==> src/rtl/seq_pkg.sv <==
// Shared types and constants for the serial pattern transmitter.
package seq_pkg;

    typedef enum logic [1:0] {
        StIdle,
        StShift,
        StParity,
        StDone
    } state_e;

    localparam logic [3:0] DEFAULT_PATTERN = 4'b1000;

    function automatic int unsigned cnt_width(input int unsigned pat_w);
        return $clog2(pat_w + 1);
    endfunction

endpackage

==> src/rtl/seq_bit_shifter.sv <==
// Rotating pattern register plus bit-index counter; flags the last bit of a repetition.
// Optional parity output when SEQTX_PARITY_EN is defined.
module seq_bit_shifter
    import seq_pkg::*;
#(
    parameter int unsigned PAT_W = 4
) (
    input  logic             clk,
    input  logic             rst,
    input  logic             load,
    input  logic             shift,
    input  logic [PAT_W-1:0] pattern,
    output logic             bit_out,
    output logic             last_bit
`ifdef SEQTX_PARITY_EN
    ,
    output logic             parity
`endif
);
    localparam int unsigned CNT_W = cnt_width(PAT_W);

    logic [PAT_W-1:0] sr_q, sr_d;
    logic [CNT_W-1:0] idx_q, idx_d;

    // Rotating rather than shifting restores the pattern after each repetition.
    always_comb begin
        sr_d  = sr_q;
        idx_d = idx_q;
        if (load) begin
            sr_d  = pattern;
            idx_d = '0;
        end else if (shift) begin
            sr_d  = {sr_q[PAT_W-2:0], sr_q[PAT_W-1]};
            idx_d = last_bit ? '0 : idx_q + CNT_W'(1);
        end
    end

    always_ff @(posedge clk) begin
        if (rst) begin
            sr_q  <= '0;
            idx_q <= '0;
        end else begin
            sr_q  <= sr_d;
            idx_q <= idx_d;
        end
    end

    assign bit_out  = sr_q[PAT_W-1];
    assign last_bit = (idx_q == CNT_W'(PAT_W - 1));
`ifdef SEQTX_PARITY_EN
    assign parity   = ^sr_q;
`endif

endmodule

==> src/rtl/seq_pattern_tx.sv <==
// Serial pattern transmitter: sends a pattern MSB-first, reps+1 times back-to-back.
// Define SEQTX_PARITY_EN to append an even-parity bit after every repetition.
module seq_pattern_tx
    import seq_pkg::*;
#(
    parameter int unsigned PAT_W = 4,
    parameter int unsigned REP_W = 4
) (
    input  logic             clk,
    input  logic             rst,
    input  logic             s_valid,
    output logic             s_ready,
    input  logic [PAT_W-1:0] s_pattern,
    input  logic [REP_W-1:0] s_reps,
    output logic             dout,
    output logic             dout_valid,
    output logic             busy,
    output logic             done
);
    state_e           state_q, state_d;
    logic [REP_W-1:0] rep_q, rep_d;
    logic [REP_W-1:0] reps_q, reps_d;
    logic             accept;
    logic             rep_last;
    logic             bit_out;
    logic             last_bit;
`ifdef SEQTX_PARITY_EN
    logic             parity;
`endif

    assign accept   = s_valid && (state_q == StIdle || state_q == StDone);
    assign rep_last = (rep_q == reps_q);

    seq_bit_shifter #(
        .PAT_W(PAT_W)
    ) u_shifter (
        .clk     (clk),
        .rst     (rst),
        .load    (accept),
        .shift   (state_q == StShift),
        .pattern (s_pattern),
        .bit_out (bit_out),
        .last_bit(last_bit)
`ifdef SEQTX_PARITY_EN
        ,
        .parity  (parity)
`endif
    );

    always_ff @(posedge clk) begin
        if (rst) begin
            state_q <= StIdle;
            rep_q   <= '0;
            reps_q  <= '0;
        end else begin
            state_q <= state_d;
            rep_q   <= rep_d;
            reps_q  <= reps_d;
        end
    end

    always_comb begin
        state_d = state_q;
        rep_d   = rep_q;
        reps_d  = reps_q;
        unique case (state_q)
            StIdle, StDone: begin
                if (s_valid) begin
                    state_d = StShift;
                    rep_d   = '0;
                    reps_d  = s_reps;
                end else begin
                    state_d = StIdle;
                end
            end
            StShift: begin
                if (last_bit) begin
`ifdef SEQTX_PARITY_EN
                    state_d = StParity;
`else
                    if (rep_last) begin
                        state_d = StDone;
                    end else begin
                        rep_d = rep_q + REP_W'(1);
                    end
`endif
                end
            end
`ifdef SEQTX_PARITY_EN
            StParity: begin
                if (rep_last) begin
                    state_d = StDone;
                end else begin
                    state_d = StShift;
                    rep_d   = rep_q + REP_W'(1);
                end
            end
`endif
            default: state_d = StIdle;
        endcase
    end

    always_comb begin
        dout       = 1'b0;
        dout_valid = 1'b0;
        busy       = 1'b0;
        done       = 1'b0;
        s_ready    = 1'b0;
        unique case (state_q)
            StIdle: s_ready = 1'b1;
            StShift: begin
                dout       = bit_out;
                dout_valid = 1'b1;
                busy       = 1'b1;
            end
`ifdef SEQTX_PARITY_EN
            StParity: begin
                dout       = parity;
                dout_valid = 1'b1;
                busy       = 1'b1;
            end
`endif
            StDone: begin
                done    = 1'b1;
                s_ready = 1'b1;
            end
            default: ;
        endcase
    end

endmodule
==> config.mk <==
export PLATFORM = sky130hd
export DESIGN_NAME = seq_pattern_tx
export DESIGN_NICKNAME = d
export VERILOG_FILES = /design/src/rtl/seq_pkg.sv /design/src/rtl/seq_bit_shifter.sv /design/src/rtl/seq_pattern_tx.sv
export SDC_FILE = /design/constraint.sdc
export NUM_CORES = 1
export LEC_CHECK = 0
export CELL_PAD_IN_SITES_DETAIL_PLACEMENT = 2
export CELL_PAD_IN_SITES_GLOBAL_PLACEMENT = 2
export CORE_MARGIN = 1.5
export CORE_UTILIZATION = 32
export CTS_CLUSTER_DIAMETER = 30
export DETAILED_ROUTE_END_ITERATION = 10
export HOLD_SLACK_MARGIN = 0.15
export PLACE_DENSITY = 0.82
export SLEW_MARGIN = 25
export SYNTH_ARGS = -nofsm -noshare
export SYNTH_HDL_FRONTEND = slang
export SYNTH_SLANG_ARGS = --single-unit
==> constraint.sdc <==
create_clock -name clk -period 4.7 [get_ports clk]
set_input_delay 0.94 -clock clk [delete_from_list [all_inputs] [get_ports clk]]
set_output_delay 0.94 -clock clk [all_outputs]
set_load 0.03 [all_outputs]
# Word-level counts from Yosys, hierarchy flattened
# Index checks and enable logic that the tools add are counted.
totals:
  regBits: 17
  in_bits: 11
  output_inout_bits: 5
  elab_cells: 40
classes:
  add_sub_neg: 2
  eq_ne: 8
  n_mux: 15
  n_reduce_logical: 10
ops:
  columns: ["op", "n"]
  rows:
  - ["$mux W4", 5]
  - ["$pmux W4 S2", 1]
  - ["$ne A2 B2 Y1 const B", 3]
  - ["$mux W1", 5]
  - ["$add A4 B1 Y4 const B", 1]
  - ["$eq A4 B4 Y1", 1]
  - ["$mux W2", 2]
  - ["$pmux W2 S2", 1]
  - ["$reduce_and A2 Y1", 2]
  - ["$reduce_and A4 Y1", 1]
  - ["$reduce_bool A2 Y1", 2]
  - ["$reduce_or A2 Y1", 2]
  - ["$add A3 B1 Y3 const B", 1]
  - ["$eq A3 B2 Y1 const B", 1]
  - ["$mux W3", 1]
  - ["$eq A2 B1 Y1 const B", 1]
  - ["$eq A2 B2 Y1 const B", 1]
  - ["$logic_not A2 Y1", 1]
  - ["$ne A2 B1 Y1 const B", 1]
  - ["$logic_and A1 B1 Y1", 1]
  - ["$logic_or A1 B1 Y1", 1]

# Longest topological paths before layout
depth:
  ltp_word: 4
  mapped_depth: 7
  mapped_depth_nobuf: 6

# By module
# Synthesis repeated with hierarchy kept, for this count alone.
hier_totals:
  cells_unflattened: 99
  area_unflattened_um2: 902.1
modules_own_cells:
  columns: ["mod", "instances", "cells_each", "area_each_um2", "seq_area_each_um2"]
  rows:
  - ["seq_pattern_tx", 1, 67, 560.5, 200.2]
  - ["seq_bit_shifter", 1, 32, 341.6, 140.1]

# Worst setup path before layout
# Ideal clock, no wire load.
synth_timing:
  kind: "flip-flop to output port"
  start: "register state_q[0]"
  end: "output port dout"
  arrival_ns: 1.171
  required_time_ns: 3.760
  path_slack_ns: 2.589
  path_stages_with_launch: 3
  path_buffers: 0
  path_cell_list: "dfxtp_1 > ha_1 > and2_1"
synth_via:
  elab_chain_cells: 2
synth_rtl:
  columns: ["item", "line", "source"]
  rows:
  - ["start, declared", "seq_pattern_tx.sv:20", "state_e state_q, state_d;"]
  - ["start signal, assigned", "seq_pattern_tx.sv:52", "state_q <= StIdle;"]
  - ["start signal, assigned", "seq_pattern_tx.sv:56", "state_q <= state_d;"]
  - ["$eq A2 B1 Y1", "seq_pattern_tx.sv:109", "unique case (state_q)"]
  - ["$mux W1", "seq_pattern_tx.sv:109", null]
  - ["end, declared", "seq_pattern_tx.sv:15", "output logic dout,"]
# Every way passes these cells.

# Final worst setup path
# Same ends and word-level chain as after synthesis.

==> results_tabular.tex <==
\begin{tabular}{lr}
\hline
Metric & Value \\
\hline
\multicolumn{2}{l}{\textbf{Outcome}} \\
Status & complete, no violations \\
\multicolumn{2}{l}{\textbf{Synth}} \\
Share of Yosys cell area claimed by the top area cell type & 37.47\% \\
Cell area after synthesis & about 910 µm² \\
Share of synthesized flip-flops with an asynchronous set or reset & 0\% \\
Most used flip-flop cell after synthesis & dfxtp\_1 \\
Count of flip-flops with a built-in enable after synthesis & 0 \\
Most area-consuming cells after synthesis & dfxtp\_1, ha\_1, nand2\_1 \\
Dominant cell type by area after synthesis & dfxtp\_1 \\
Yosys cell types & 34 \\
Total nets after synthesis & approximately 120 \\
Cells after synthesis & $\sim$110 \\
FF+latch count, synth & 17 \\
Portion of the post-synthesis area used by sequential elements & 37.47\% \\
Count of yosys warnings during synthesis & 0 \\
Post-Syn Area per Cell & roughly 8.5 µm² \\
\multicolumn{2}{l}{\textbf{Floorplanning}} \\
Initial standard-cell utilization of the core & 33.23\% \\
Core region area & 0.002734 mm² \\
Standard-cell rows & 19 \\
I/O pin count & 16 \\
Floorplan die height & 56.28 µm \\
X dimension of the die & approximately 56 µm \\
Die Area & about 0.0032 mm² \\
\multicolumn{2}{l}{\textbf{Worst hold path}} \\
Worst Hold Path EP & reps\_q[3] \\
Worst min-delay path category & register to register \\
Worst hold start & reps\_q[3] \\
Worst Hold Depth & 2 \\
\multicolumn{2}{l}{\textbf{Pwr}} \\
Leakage power & between 0.0003 and 0.0004 µW \\
Pwr Density & around 270 mW/mm² \\
Power Total & 296.0 µW \\
Worst vdd rail ir drop & approximately 180 µV \\
\multicolumn{2}{l}{\textbf{Layout}} \\
Most frequent cells in the layout & dfxtp\_1, clkdlybuf4s50\_1, nand2\_1, a21oi\_1, nor2\_1 \\
Area Overhead vs Synth & 19.42\% \\
Non-filler cells, final & 150 \\
N\_diodes & 0 \\
Most common cell after layout, fill and taps aside & dfxtp\_1 \\
Share of cells above drive strength 1 & 5.042\% \\
FILL cells & about 300 \\
Nets & roughly 140 \\
\multicolumn{2}{l}{\textbf{Timing}} \\
Actual transition at the worst max-transition pin & roughly 760 ps \\
Final setup violation count & 0 \\
Relative slew slack & between 40\% and 50\% \\
Setup\_tns & 0 ps \\
Post-Route Skew & between 7 and 8 ps \\
Number of pins exceeding their max-slew limit in the final report & 0 \\
Portion of the clock cycle consumed by the worst path in the final layout & 67.12\% \\
Setup repair after global routing missed its margin & false \\
Number of hold violations in the final report & 0 \\
Final Critical Period & 3155 ps \\
Maximum frequency from static timing analysis & 317.0 MHz \\
\multicolumn{2}{l}{\textbf{Setup path}} \\
Largest fanout of any net on the critical path & 18 \\
Setup slack, reg-to-reg & between 2000 and 3000 ps \\
Setup crit start kind & register \\
Type of destination of the critical path & primary output \\
Worst path required time & roughly 3800 ps \\
Launch point of the worst reg-to-reg path & state\_q[0] \\
Category of the most critical setup path & register to primary output \\
Worst flop-to-flop path endpoint & rep\_q[3] \\
Arrival time reported for the critical path endpoint & 2210 ps \\
Number of cells on the worst reg-to-reg path & 5 \\
\multicolumn{2}{l}{\textbf{Clock tree}} \\
CTS-repair resized insts & 0 \\
Number of buffers inserted by hold repair at cts & 0 \\
Clock latency at the later pin of the worst-skew pair & about 300 ps \\
Clock-pin slew on the worst setup and hold paths & approximately 110 ps \\
Clk Tree Root Cell & clkbuf\_4 \\
H-tree levels & 1 \\
Clock tree from TritonCTS & done \\
CTS buffer count & 3 \\
Setup bufs post-CTS & 0 \\
Buffer depth of the longest clock path & 2 \\
Number of sinks driven by the clock tree & 17 \\
\multicolumn{2}{l}{\textbf{Route}} \\
Pre-antenna DRT Iters & 4 \\
WL/cell & roughly 17 µm \\
Routed Antenna Nets & 0 \\
Total Wirelength & $\sim$2600 µm \\
Number of design rule violations left after detail routing & 0 \\
Via count & around 850 \\
Via count normalized by instance count & roughly 5.6 \\
Drt initial violations & 8 \\
\multicolumn{2}{l}{\textbf{Job}} \\
Number of max-cap violations & 0 \\
\multicolumn{2}{l}{\textbf{Global route}} \\
GRT Resource Usage Total & a little under a fifth \\
Remaining global-route overflow & 0 \\
Largest net degree at the start of global routing & 21 \\
Initial antenna violation count & 0 \\
Vias in the first global route & slightly below 1,000 \\
Global-route wire length before repair & between 4000 and 5000 µm \\
\multicolumn{2}{l}{\textbf{Placement}} \\
Post-DP HPWL & between 1500 and 2000 µm \\
Final weighted congestion in routability-driven placement & $\sim$0.73 \\
Cell count after placement & around 150 \\
Count of input and output buffers & 15 \\
\hline
\end{tabular}
worst max-delay path: stages (launching register included):
cell	delay, ps
dfxtp_1	390
ha_1	600
and2_1	250
clkdlybuf4s50_1	680
cells by family after synthesis:
logic type	Yosys count	share of synthesized area, %
buffers and inverters	12	6.474
muxes	4	4.545
DFF	17	37.47
xor gates and xnor gates	4	3.856
and+or+nand+nor	37	19.97
adders and majority gates	5	6.887
AOI/OAI and AO/OA	28	20.80
metrics by stage:
stage	utilization (%)	instance area [µm²]	setup WS (ps)	hold WS (ps)
floorplan	-	908.4	2589	423.0
global placement	38.67	1057	1948	438.1
detailed placement	38.67	1057	1887	456.8
CTS	39.68	1085	1525	490.3
global route	39.68	1085	1426	509.7
finish	39.68	1085	1545	483.2
cells in the mapped netlist, types with 4 or more instances:
library cell / count
ha_1: 5
nand2_1: 11
dfxtp_1: 17
nand3_1: 4
xnor2_1: 4
nor2_1: 6
a21oi_1: 8
nor3_1: 5
a211oi_1: 4
inv_1: 5
area by class of cell:
cell class                      instances  area [µm²]  area share [%]
Clock inverter                          1       5.005          0.4614
Timing Repair Buffer                   15       150.1           13.84
Tap cell                               31       38.79           3.576
Sequential cell                        17       340.3           31.37
Clock buffer                            3       22.52           2.076
Multi-Input combinational cell         78       509.2           46.94
Inverter                                5       18.77           1.730
report_power, final:
part / switching, µW / leakage, µW / internal (µW)
Combinational: 35.1 / 0.000214 / 24.2
Sequential: 4.37 / 0.000139 / 151
Clock: 49.8 / 0.0000177 / 31.7
Total: 89.3 / 0.000370 / 207
worst max path at each step:
stage,end,from,slack [ps]
after floorplan,dout,state_q[0],2590
after global placement,dout,state_q[0],1950
after detailed placement,dout,state_q[0],1890
after CTS,dout,state_q[0],1520
after global routing,dout,state_q[0],1430
final,dout,state_q[0],1550
state kept, by name, indices dropped and copies added (netlist names):
register	count
rep_q	4
reps_q	4
u_shifter.sr_q	4
u_shifter.idx_q	3
state_q	2
metal layers:
layer | global-route usage (%) | wire, µm | vias to the layer above
li1 | - | - | 410
met1 | 21.03 | 1096 | 426
met2 | 34.45 | 1402 | 8
met3 | 2.995 | 43 | 2
met4 | 7.483 | 23 | 0
met5 | 0 | 0 | -
(Power assumes the default switching activity.)
